--- src/rtl/traffic_pkg.sv ---
// Shared types and default timing constants for the traffic controller blocks.
package traffic_pkg;

  // Manual-override interlock states.
  typedef enum logic [1:0] {
    M_OFF  = 2'd0,
    M_A_GO = 2'd1,
    M_B_GO = 2'd2,
    M_GAP  = 2'd3
  } manual_state_t;

  // Default timing for the manual switch conditioner.
  localparam int MAN_DEBOUNCE_CYCLES = 500_000;
  localparam int MAN_GAP_CYCLES      = 50_000_000;

endpackage

--- src/rtl/switch_debounce.sv ---
// Two-flop synchroniser followed by a counting debouncer for one raw switch.
// The accepted level flips only after the synchronised value has disagreed
// with it for DEBOUNCE_CYCLES consecutive edges; one agreeing cycle restarts
// the count.
module switch_debounce #(
  parameter int DEBOUNCE_CYCLES = 4
) (
  input  logic clk,
  input  logic rst,
  input  logic raw,
  output logic level
);

  localparam int CW = $clog2(DEBOUNCE_CYCLES + 1);
  localparam logic [CW-1:0] LAST = CW'(DEBOUNCE_CYCLES - 1);

  logic          r_sync1;
  logic          r_sync2;
  logic          r_level;
  logic [CW-1:0] r_cnt;

  // Bring the asynchronous switch into the clock domain.
  always_ff @(posedge clk) begin
    if (rst) begin
      r_sync1 <= 1'b0;
      r_sync2 <= 1'b0;
    end else begin
      r_sync1 <= raw;
      r_sync2 <= r_sync1;
    end
  end

  // Count consecutive disagreements; flip on the last one. The count stops at
  // LAST and is cleared on the flip, so it can never wrap.
  always_ff @(posedge clk) begin
    if (rst) begin
      r_level <= 1'b0;
      r_cnt   <= '0;
    end else if (r_sync2 != r_level) begin
      if (r_cnt == LAST) begin
        r_level <= r_sync2;
        r_cnt   <= '0;
      end else begin
        r_cnt <= r_cnt + CW'(1);
      end
    end else begin
      r_cnt <= '0;
    end
  end

  assign level = r_level;

endmodule

--- src/rtl/manual_switch_conditioner.sv ---
// Conditions the two manual-override switches: each is debounced, the pair is
// interlocked so at most one go request is presented, and every handover
// passes through a timed all-off gap. All outputs are registered.
module manual_switch_conditioner
  import traffic_pkg::*;
#(
  parameter int DEBOUNCE_CYCLES = MAN_DEBOUNCE_CYCLES,
  parameter int GAP_CYCLES      = MAN_GAP_CYCLES
) (
  input  logic clk,
  input  logic rst,
  input  logic sw1_raw,
  input  logic sw2_raw,
  output logic sw1,
  output logic sw2,
  output logic gap_active,
  output logic conflict
);

  localparam int GW = $clog2(GAP_CYCLES + 1);
  localparam logic [GW-1:0] GAP_LOAD = GW'(GAP_CYCLES - 1);

  logic w_a_db;
  logic w_b_db;
  logic w_req_a;
  logic w_req_b;

  manual_state_t r_state;
  logic [GW-1:0] r_gap_cnt;
  logic          r_sw1;
  logic          r_sw2;
  logic          r_gap;
  logic          r_conflict;

  switch_debounce #(.DEBOUNCE_CYCLES(DEBOUNCE_CYCLES)) u_db_a (
    .clk   (clk),
    .rst   (rst),
    .raw   (sw1_raw),
    .level (w_a_db)
  );

  switch_debounce #(.DEBOUNCE_CYCLES(DEBOUNCE_CYCLES)) u_db_b (
    .clk   (clk),
    .rst   (rst),
    .raw   (sw2_raw),
    .level (w_b_db)
  );

  // Both switches high is treated as no request at all.
  assign w_req_a = w_a_db & ~w_b_db;
  assign w_req_b = w_b_db & ~w_a_db;

  // Interlock FSM; the Moore outputs are registered alongside the next state
  // so they change on the same edge as the state.
  always_ff @(posedge clk) begin
    if (rst) begin
      r_state    <= M_OFF;
      r_gap_cnt  <= '0;
      r_sw1      <= 1'b0;
      r_sw2      <= 1'b0;
      r_gap      <= 1'b0;
      r_conflict <= 1'b0;
    end else begin
      r_conflict <= w_a_db & w_b_db;
      case (r_state)
        M_OFF: begin
          // Lamps are already dark, so a request goes straight to GO.
          if (w_req_a) begin
            r_state <= M_A_GO;
            r_sw1   <= 1'b1;
          end else if (w_req_b) begin
            r_state <= M_B_GO;
            r_sw2   <= 1'b1;
          end
        end
        M_A_GO: begin
          // Release, conflict and swap all leave through the gap.
          if (!w_req_a) begin
            r_state   <= M_GAP;
            r_gap_cnt <= GAP_LOAD;
            r_sw1     <= 1'b0;
            r_gap     <= 1'b1;
          end
        end
        M_B_GO: begin
          if (!w_req_b) begin
            r_state   <= M_GAP;
            r_gap_cnt <= GAP_LOAD;
            r_sw2     <= 1'b0;
            r_gap     <= 1'b1;
          end
        end
        M_GAP: begin
          // Fixed length; requests are only looked at on the last cycle.
          if (r_gap_cnt == '0) begin
            r_gap <= 1'b0;
            if (w_req_a) begin
              r_state <= M_A_GO;
              r_sw1   <= 1'b1;
            end else if (w_req_b) begin
              r_state <= M_B_GO;
              r_sw2   <= 1'b1;
            end else begin
              r_state <= M_OFF;
            end
          end else begin
            r_gap_cnt <= r_gap_cnt - GW'(1);
          end
        end
        default: begin
          r_state <= M_OFF;
          r_sw1   <= 1'b0;
          r_sw2   <= 1'b0;
          r_gap   <= 1'b0;
        end
      endcase
    end
  end

  assign sw1        = r_sw1;
  assign sw2        = r_sw2;
  assign gap_active = r_gap;
  assign conflict   = r_conflict;

endmodule

--- config.mk ---
export PLATFORM = sky130hd
export DESIGN_NAME = manual_switch_conditioner
export DESIGN_NICKNAME = d
export VERILOG_FILES = /design/src/rtl/traffic_pkg.sv /design/src/rtl/switch_debounce.sv /design/src/rtl/manual_switch_conditioner.sv
export SDC_FILE = /design/constraint.sdc
export NUM_CORES = 1
export LEC_CHECK = 0
export BUFFER_PORTS_ARGS = -buffer_cell sky130_fd_sc_hd__clkbuf_2
export CAP_MARGIN = 20
export CORE_MARGIN = 2
export CORE_UTILIZATION = 30
export DETAILED_ROUTE_END_ITERATION = 6
export REMOVE_ABC_BUFFERS = 1
export SLEW_MARGIN = 20
export SYNTH_ARGS = -nofsm -noshare
export SYNTH_HDL_FRONTEND = slang
export SYNTH_HIERARCHICAL = 1
export SYNTH_SLANG_ARGS = --single-unit
--- constraint.sdc ---
create_clock -name clk -period 3.3 [get_ports clk]
set_input_delay 0.33 -clock clk [delete_from_list [all_inputs] [get_ports clk]]
set_output_delay 0.33 -clock clk [all_outputs]
set_load 0.03 [all_outputs]
==> out/qor.txt, run 1 <==
Final period util -> 78.9%
Synth top area share -> 38.7%
Min Tclk post-route -> 2.60 ns
First-pass GRT wire length -> 14100 um
Yosys top cell by area -> dfxtp_1
Top_reg_cell synth -> dfxtp_1
Clock Power Share -> 29.4%
Die area -> 14000 um2
Outcome -> complete, no violations
CP Capture Type -> flip-flop
First DRT Iteration DRCs -> 99
Port Buffer Count -> 7
Final Cell Area -> 4400 um2
Syn_area_per_cell -> 8.98 um2
Commonest non-fill, non-tap cells in the layout -> 76 x dfxtp_1, 59 x nor2_1, 25 x a21oi_1, 25 x xor2_1, 22 x xnor2_1
Max-slew violation count -> 0
Max cap viols -> 0
Worst slew pin tran -> 0.680 ns
Die Span Y -> 119 um
Initial Utilization -> 30.9%
RSZ-0062 raised after global routing -> false
Endpoints failing hold -> 0
Startpoint Class -> flip-flop
DR pass1 iterations -> 4
Vias in the first global route -> 2996
Io pins -> 8
Post-synthesis xor/xnor area fraction -> 10.5%
YS warnings -> 6
Wire per inst -> 13.2 um
CP required -> 3.56 ns
Clock Skew -> 0.00508 ns
FILL cells -> 1370
Core Rows -> 41
Compound-cell area share of the yosys netlist -> 12.9%
Clk root buf -> clkbuf_16
Most common cell after layout, fill and taps aside -> dfxtp_1
Antenna violations before repair -> 0
Total Wirelength -> 8160 um
Synth Register Bits -> 76
Pint -> 2.03 mW
GR Overflow Total -> 0
Synth Instances -> 438
Tot Pwr -> 3.21 mW
Area of placed instances -> 4120 um2
Slowest-stage cell, CP -> a221o_1
Multi-input logic area -> 2270 um2
Share of the yosys chip area belonging to registers -> 38.7%
Number of enable flip-flop cells after synthesis -> 0
Final core occ -> 34.6%
Switching Share -> 36.6%
CP Cell Sequence -> inv_1, ha_1, a221o_1, nor3_4, o211ai_1, or4_1, a21oi_1
HP Class -> in2reg
VDD IR max -> 0.226 mV
Area contributors post-synth -> dfxtp_1 39%, nor2_1 5.6%, xor2_1 5.6%
Largest family of logic cells by synthesized area -> simple AND/OR/NAND/NOR gates
Final GP Congestion -> 0.831
Clock latency on the worst-skew pair -> 0.33 ns
# DRC -> 0
Worst rel slew slack -> 54.6%
Num Clock Sinks -> 76
Clk buf depth -> 2
Logic pwr share -> 33.2%
Core area -> 12700 um2
Routed Antenna Nets -> 0
CTS H-Tree Depth -> 3
Vias -> 3162
# setup viols final -> 0
Arrival @ worst endpoint -> 2.86 ns
Post-DP HPWL -> 5830 um
Worst Path Max Fanout -> 13
Vias per inst -> 5.11
Netlist Area Pre-Place -> 3930 um2
CTS tree -> yes
Crit Path Category -> reg2reg
Post-synthesis simple-gate area fraction -> 29.8%
Area grow syn2layout -> 11.9%
Final #Nets -> 462
Setup TNS -> 0 ns
Post-synthesis mux area share -> 0.254%
Switch Pwr -> 1.17 mW
GRT Total Usage -> 12.3%
Largest net degree at the start of global routing -> 23
Register share of total power -> 37.4%
Netlist cell types -> 62
Share of cells above drive strength 1 -> 10.5%
Die W -> 119 um
Post-cts gate resize count -> 0
Adder-Cell Fraction of Synth Area -> 4.13%
Post-synth ARST share -> 0%
Num CTS Buffers -> 9
Fmax -> 384 MHz
LEAKAGE -> 1.43 nW
Clock transition at path regs -> 0.05 ns
Reg area -> 1520 um2
Pwr Density -> 728 nW/um2
Antenna cells -> 0
Cts hold-fix bufs -> 0
Post-CTS Setup Bufs -> 0
Crit path largest cell delay -> 0.55 ns
==> power by group through the flow <==
stage	Combinational (mW)	Sequential (mW)	Clock, mW
floorplan	0.810	1.18	0
detailed placement	1.05	1.21	0
global placement	1.04	1.20	0
finish	1.06	1.20	0.944
CTS	1.06	1.19	0.976
global route	1.19	1.22	1.01
==> kinds of logic (layout without fill, tap and decap cells) <==
logic type	after synthesis	in the layout
AOI/OAI and AO/OA	76	76
DFF	76	76
xor gates and xnor gates	47	47
adders and majority gates	13	13
and+or+nand+nor	195	195
buffers and inverters	30	39
muxes	1	1
==> sequential cells by signal (all words and copies together) (netlist names) <==
name and count:
u_db_a/r_sync1 1, u_db_a/level 1, u_db_b/level 1, sw1 1, u_db_b/r_sync1 1, r_gap_cnt 26, u_db_b/r_sync2 1, gap_active 1
sw2 1, u_db_a/r_sync2 1, r_state 2, u_db_a/r_cnt 19, u_db_b/r_cnt 19, conflict 1
==> critical path, delay by kind of cell, from the launching register on <==
family	cells	cell delay, ns
flops	1	0.40
fa+ha+maj	1	0.26
buf+inv	1	0.11
compound gates	3	0.93
simple gates	2	0.83
==> cells in the mapped netlist, drive strengths merged (14+ instances only) <==
| master | instances |
|---|---|
| nand3 | 19 |
| a21oi | 25 |
| o21ai | 20 |
| xor2 | 25 |
| xnor2 | 22 |
| nor2 | 59 |
| inv | 16 |
| nand2 | 14 |
| nor4 | 14 |
| nor3 | 19 |
| dfxtp | 76 |
| nand4 | 19 |
==> path summary, 6_finish.rpt <==
| path | start | end | slack [ns] | cells after the start |
|---|---|---|---|---|
| worst max-delay path | r_state[0] | r_gap_cnt[18] | 0.70 | 7 |
| worst min register to register | u_db_b/r_sync1 | u_db_b/r_sync2 | 0.44 | 1 |
| worst max register to register | r_state[0] | r_gap_cnt[18] | 0.70 | 7 |
| worst min-delay path | sw2_raw | u_db_b/r_sync1 | 0.20 | 2 |
==> layout make-up <==
| cell class | instances | area share (%) |
|---|---|---|
| repair buffers | 10 | 1.31 |
| inverters | 16 | 1.36 |
| clock buffers | 11 | 5.52 |
| multi-input cells | 332 | 51.5 |
| well taps | 172 | 4.89 |
| clock inverters | 2 | 0.853 |
| flip-flops and latches | 76 | 34.6 |
==> metal layers <==
metal,wire [um],share of wire (%),vias up,track usage [%]
li1,-,-,1609,-
met1,3860,47,1499,15.1
met2,3960,49,43,20.7
met3,252,3.1,11,3.81
met4,87,1.1,0,3.57
met5,0,0,-,0
==> stage by stage <==
step	std cells	setup WS, ns	hold WS [ns]
3_3_place_gp	606	0.815	0.424
5_1_grt	619	0.559	0.226
2_1_floorplan	424	0.959	0.399
4_1_cts	619	0.700	0.192
6_report	619	0.696	0.204
3_5_place_dp	606	0.728	0.427
Power figures use the tool's default switching activity.
==> inputs of run 2 (changes only) <==
clock period = 2.75 ns   (was 3.3 ns; I/O delays follow)
==> out/qor.txt, run 2 (synthesized netlist as in run 1, its figures left out) <==
Final period util -> 91.1% (+12 points)
First DRT Iteration DRCs -> 154 (+56%)
# setup viols final -> 0 (unchanged)
First-pass GRT wire length -> 14200 um (+0.68%)
Register share of total power -> 36.9% (-0.5 points)
Largest net degree at the start of global routing -> 23 (unchanged)
Port Buffer Count -> 7 (unchanged)
Post-CTS Setup Bufs -> 0 (unchanged)
Crit path largest cell delay -> 0.64 ns (+0.09 ns)
Commonest non-fill, non-tap cells in the layout -> 76 x dfxtp_1, 59 x nor2_1, 25 x a21oi_1, 25 x xor2_1, 22 x xnor2_1
Final GP Congestion -> 0.820 (-1.3%)
Io pins -> 8 (unchanged)
Switching Share -> 38.1% (+1.6 points)
Num Clock Sinks -> 76 (unchanged)
Clock transition at path regs -> 0.06 ns (about the same)
Startpoint Class -> flip-flop
Slowest-stage cell, CP -> or4_4
DR pass1 iterations -> 4 (unchanged)
Post-DP HPWL -> 5800 um (-0.54%)
Core area -> 12700 um2 (unchanged)
Clk buf depth -> 2 (unchanged)
Clock latency on the worst-skew pair -> 0.33 ns (about the same)
Outcome -> complete, no violations
Area grow syn2layout -> 12.9%
Logic pwr share -> 35.6% (+2.4 points)
Max FFs per register -> 26 (unchanged)
Largest Register -> r_gap_cnt
Worst Path Max Fanout -> 13 (unchanged)
Routed Antenna Nets -> 0 (unchanged)
Min Tclk post-route -> 2.51 ns (-0.0986 ns)
VDD IR max -> 0.318 mV (+41%)
Total Wirelength -> 8300 um (+1.7%)
Antenna violations before repair -> 0 (unchanged)
Vias in the first global route -> 3029 (+1.1%)
Final #Nets -> 469 (+1.5%)
Worst slew pin tran -> 0.569 ns (-0.112 ns)
Initial Utilization -> 30.9% (unchanged)
CTS tree -> yes
Max cap viols -> 0 (unchanged)
Crit Path Category -> reg2reg
CTS H-Tree Depth -> 3 (unchanged)
Max-slew violation count -> 0 (unchanged)
Biggest regs -> r_gap_cnt: 26 flops, u_db_a/r_cnt: 19 flops, u_db_b/r_cnt: 19 flops
Vias -> 3216 (+1.7%)
Vias per inst -> 5.11 (about the same)
Clock Skew -> 0.00826 ns (+0.00318 ns)
Clock Power Share -> 27.5% (-1.9 points)
CP Capture Type -> flip-flop
Endpoints failing hold -> 0 (unchanged)
Fmax -> 399 MHz (+3.9%)
Final core occ -> 34.9% (+0.33 points)
Bufs and invs on worst path -> 1 (unchanged)
Die area -> 14000 um2 (unchanged)
CP Cell Sequence -> inv_1, ha_1, or3b_2, or4_4, or2_2, a311oi_1, nor3_1
Share of cells above drive strength 1 -> 12.5% (+2.0 points)
Die W -> 119 um (unchanged)
Num CTS Buffers -> 9 (unchanged)
Die Span Y -> 119 um (unchanged)
CP required -> 2.95 ns (-0.61 ns)
Delay-heaviest family, CP -> simple AND/OR/NAND/NOR gates
Pwr Density -> 877 nW/um2 (+20%)
Most common cell after layout, fill and taps aside -> dfxtp_1
Antenna cells -> 0 (unchanged)
Setup TNS -> 0 ns (unchanged)
Arrival @ worst endpoint -> 2.70 ns (-0.16 ns)
Worst rel slew slack -> 62.1% (+7.4 points)
Wire per inst -> 13.2 um (about the same)
Worst reg-to-reg setup slack -> 0.24 ns (-0.45 ns)
Switch Pwr -> 1.48 mW (+27%)
HP Class -> in2reg
# DRC -> 0 (unchanged)
GRT Total Usage -> 12.2% (-0.062 points)
Post-cts gate resize count -> 0 (unchanged)
Cts hold-fix bufs -> 0 (unchanged)
Clk root buf -> clkbuf_16
LEAKAGE -> 1.45 nW (+1.6%)
Core Rows -> 41 (unchanged)
Pint -> 2.41 mW (+18%)
GR Overflow Total -> 0 (unchanged)
RSZ-0062 raised after global routing -> false
-- run 2: cell type report --
type | instances | area [um2]
Tap cell | 172 | 215
Timing Repair Buffer | 17 | 110
Fill cell | 1334 | 8280
Multi-Input combinational cell | 332 | 2270
Sequential cell | 76 | 1520
Clock inverter | 6 | 41.3
Clock buffer | 10 | 229
Inverter | 16 | 60.1
-- run 2: routing by layer --
layer | part of all wire (%) | vias up | routed length, um | track usage [%]
li1 | - | 1624 | - | -
met1 | 48 | 1528 | 3970 | 15.7
met2 | 47 | 51 | 3890 | 19.7
met3 | 3.6 | 13 | 297 | 3.19
met4 | 1.7 | 0 | 138 | 4.46
met5 | 0 | - | 0 | 0
-- run 2: worst paths after layout --
kind,start,end,cells past startpoint
max reg2reg,r_gap_cnt[1],r_gap_cnt[13],7
min reg2reg,u_db_b/r_sync1,u_db_b/r_sync2,1
max,r_gap_cnt[1],r_gap_cnt[13],7
min,sw2_raw,u_db_b/r_sync1,2
-- run 2: power groups by stage --
stage / combinational [mW] / sequential, mW / clock, mW
CTS: 1.37 / 1.43 / 1.11
floorplan: 0.972 / 1.42 / 0
finish: 1.39 / 1.44 / 1.07
detailed placement: 1.36 / 1.46 / 0
global route: 1.54 / 1.46 / 1.15
global placement: 1.34 / 1.45 / 0
-- run 2: through the flow --
stage / instance area [um2] / cells / worst slack [ns] / hold WS [ns] / total power [mW]
floorplan: 3850 / 424 / 0.409 / 0.344 / 2.39
global placement: 4170 / 613 / 0.321 / 0.423 / 2.79
detailed placement: 4170 / 613 / 0.249 / 0.450 / 2.82
CTS: 4440 / 629 / 0.242 / 0.170 / 3.92
global route: 4440 / 629 / 0.116 / 0.189 / 4.15
finish: 4440 / 629 / 0.245 / 0.168 / 3.89
-- run 2: worst register-to-register path, cell delays in order (launching register included) --
cell and delay (ns):
dfxtp_1 0.32, inv_1 0.08, ha_1 0.17, or3b_2 0.51, or4_4 0.64, or2_2 0.34
a311oi_1 0.22, nor3_1 0.09
==> inputs of run 3 (changes only) <==
CORE_MARGIN = 3   (was 2)
SKIP_CTS_REPAIR_TIMING = 1   (was default)
clock period = 2.8 ns   (was 2.75 ns; I/O delays follow)
==> out/qor.txt, run 3 (synthesized netlist as in run 1, its figures left out) <==
Antenna violations before repair -> 0 (unchanged)
RSZ-0062 raised after global routing -> false
Num Clock Sinks -> 76 (unchanged)
Fmax -> 401 MHz (+0.34%)
Die area -> 14500 um2 (+3.4%)
Reg area -> 1520 um2 (unchanged)
Max cap viols -> 0 (unchanged)
Crit Reg-Reg Endpoint -> r_gap_cnt[13]
Die Span Y -> 121 um (+1.7%)
GRT Total Usage -> 12.5% (+0.26 points)
Clk root buf -> clkbuf_16
# DRC -> 0 (unchanged)
Arrival @ worst endpoint -> 2.71 ns (about the same)
Share of cells above drive strength 1 -> 12.7% (+0.22 points)
Largest Register -> r_gap_cnt
Endpoints failing hold -> 0 (unchanged)
Antenna cells -> 0 (unchanged)
Most common cell after layout, fill and taps aside -> dfxtp_1
Clock Skew -> 0.00503 ns (-0.00323 ns)
Die W -> 121 um (+1.7%)
Outcome -> complete, no violations
HP Class -> in2reg
Routed Antenna Nets -> 0 (unchanged)
Vias in the first global route -> 3252 (+7.4%)
Final core occ -> 35.1% (+0.15 points)
Crit Path Category -> reg2reg
VDD IR max -> 0.281 mV (-12%)
LEAKAGE -> 1.46 nW (+0.64%)
Core Rows -> 41 (unchanged)
First-pass GRT wire length -> 15100 um (+5.9%)
CTS tree -> yes
Clock transition at path regs -> 0.06 ns (about the same)
Multi-input logic area -> 2270 um2 (unchanged)
Area of placed instances -> 4170 um2 (unchanged)
Pwr Density -> 873 nW/um2 (-0.45%)
Hold depth -> 2 (unchanged)
GR Overflow Total -> 0 (unchanged)
Worst Hold End -> u_db_b/r_sync1
Vias per inst -> 5.18 (+1.2%)
Total Wirelength -> 8340 um (+0.51%)
Num CTS Buffers -> 9 (unchanged)
Core area -> 12700 um2 (unchanged)
Crit Reg-Reg Startpoint -> r_gap_cnt[0]
CP Capture Type -> flip-flop
Largest net degree at the start of global routing -> 23 (unchanged)
Max-slew violation count -> 0 (unchanged)
Wire per inst -> 13.3 um (+0.51%)
Reg2reg path depth -> 7 (unchanged)
Port Buffer Count -> 7 (unchanged)
CTS H-Tree Depth -> 3 (unchanged)
DR pass1 iterations -> 4 (unchanged)
Clock latency on the worst-skew pair -> 0.33 ns (about the same)
Max FFs per register -> 26 (unchanged)
Commonest non-fill, non-tap cells in the layout -> 76 x dfxtp_1, 59 x nor2_1, 25 x a21oi_1, 25 x xor2_1, 22 x xnor2_1
Worst slew pin tran -> 0.577 ns (+0.00849 ns)
Final GP Congestion -> 0.787 (-4.0%)
First DRT Iteration DRCs -> 189 (+23%)
Final #Nets -> 469 (unchanged)
Clk buf depth -> 2 (unchanged)
Final Cell Area -> 4460 um2 (+0.42%)
# setup viols final -> 0 (unchanged)
Tot Pwr -> 3.89 mW (about the same)
Io pins -> 8 (unchanged)
CP required -> 3.02 ns (+0.07 ns)
Startpoint Class -> flip-flop
Biggest regs -> r_gap_cnt: 26 flops, u_db_a/r_cnt: 19 flops, u_db_b/r_cnt: 19 flops
Post-DP HPWL -> 5800 um (about the same)
Vias -> 3256 (+1.2%)
Initial Utilization -> 30.9% (unchanged)
FILL cells -> 1336 (+0.15%)
Area grow syn2layout -> 13.4%
Worst rel slew slack -> 61.5% (-0.57 points)
Min Tclk post-route -> 2.50 ns (-0.00856 ns)
Setup TNS -> 0 ns (unchanged)
Final period util -> 89.2% (-1.9 points)
Worst reg-to-reg setup slack -> 0.30 ns (+0.06 ns)
Worst Path Max Fanout -> 13 (unchanged)
Hold Crit Start -> sw2_raw
-- run 3: changes by cell type in the layout (fill, tap and decap cells not counted), sizes merged --
cell and delta:
clkbuf +1, clkinv -1
-- run 3: cell type report --
cell class                      count  area share [%]
Sequential cell                    76            34.1
Clock inverter                      5           0.813
Inverter                           16            1.35
Multi-Input combinational cell    332            50.8
Timing Repair Buffer               17            2.47
Tap cell                          172            4.82
Clock buffer                       11            5.66
-- run 3: critical path: stages, from the launching register on --
cell	delay (ns)
dfxtp_1	0.33
inv_1	0.08
ha_1	0.17
or3b_2	0.50
or4_4	0.64
or2_2	0.34
a311oi_1	0.23
nor3_1	0.08
-- run 3: worst max-delay path by stage --
stage	start	end	slack, ns	cells past startpoint
2_1_floorplan	r_gap_cnt[4]	r_gap_cnt[13]	0.46	5
3_3_place_gp	r_gap_cnt[0]	r_gap_cnt[13]	0.38	7
3_5_place_dp	r_gap_cnt[0]	r_gap_cnt[13]	0.30	7
4_1_cts	r_gap_cnt[1]	r_gap_cnt[13]	0.31	7
5_1_grt	r_gap_cnt[1]	r_gap_cnt[13]	0.16	7
6_report	r_gap_cnt[0]	r_gap_cnt[13]	0.30	7
-- run 3: stage by stage --
stage	cells	setup slack, ns	hold slack [ns]
6_report	629	0.303	0.168
4_1_cts	629	0.306	0.167
3_3_place_gp	613	0.384	0.422
5_1_grt	629	0.164	0.200
2_1_floorplan	424	0.459	0.349
3_5_place_dp	613	0.303	0.425
-- run 3: per-layer routing --
metal / part of all wire, % / track usage (%)
met1: 48 / 15.6
met2: 46 / 20.6
met3: 3.8 / 3.13
met4: 2.2 / 4.82
met5: 0 / 0
-- run 3: power breakdown --
part	switching [mW]	internal (mW)	total, mW
clock network	0.464	0.648	1.11
registers	0.164	1.24	1.40
logic	0.846	0.532	1.38
total	1.47	2.42	3.89
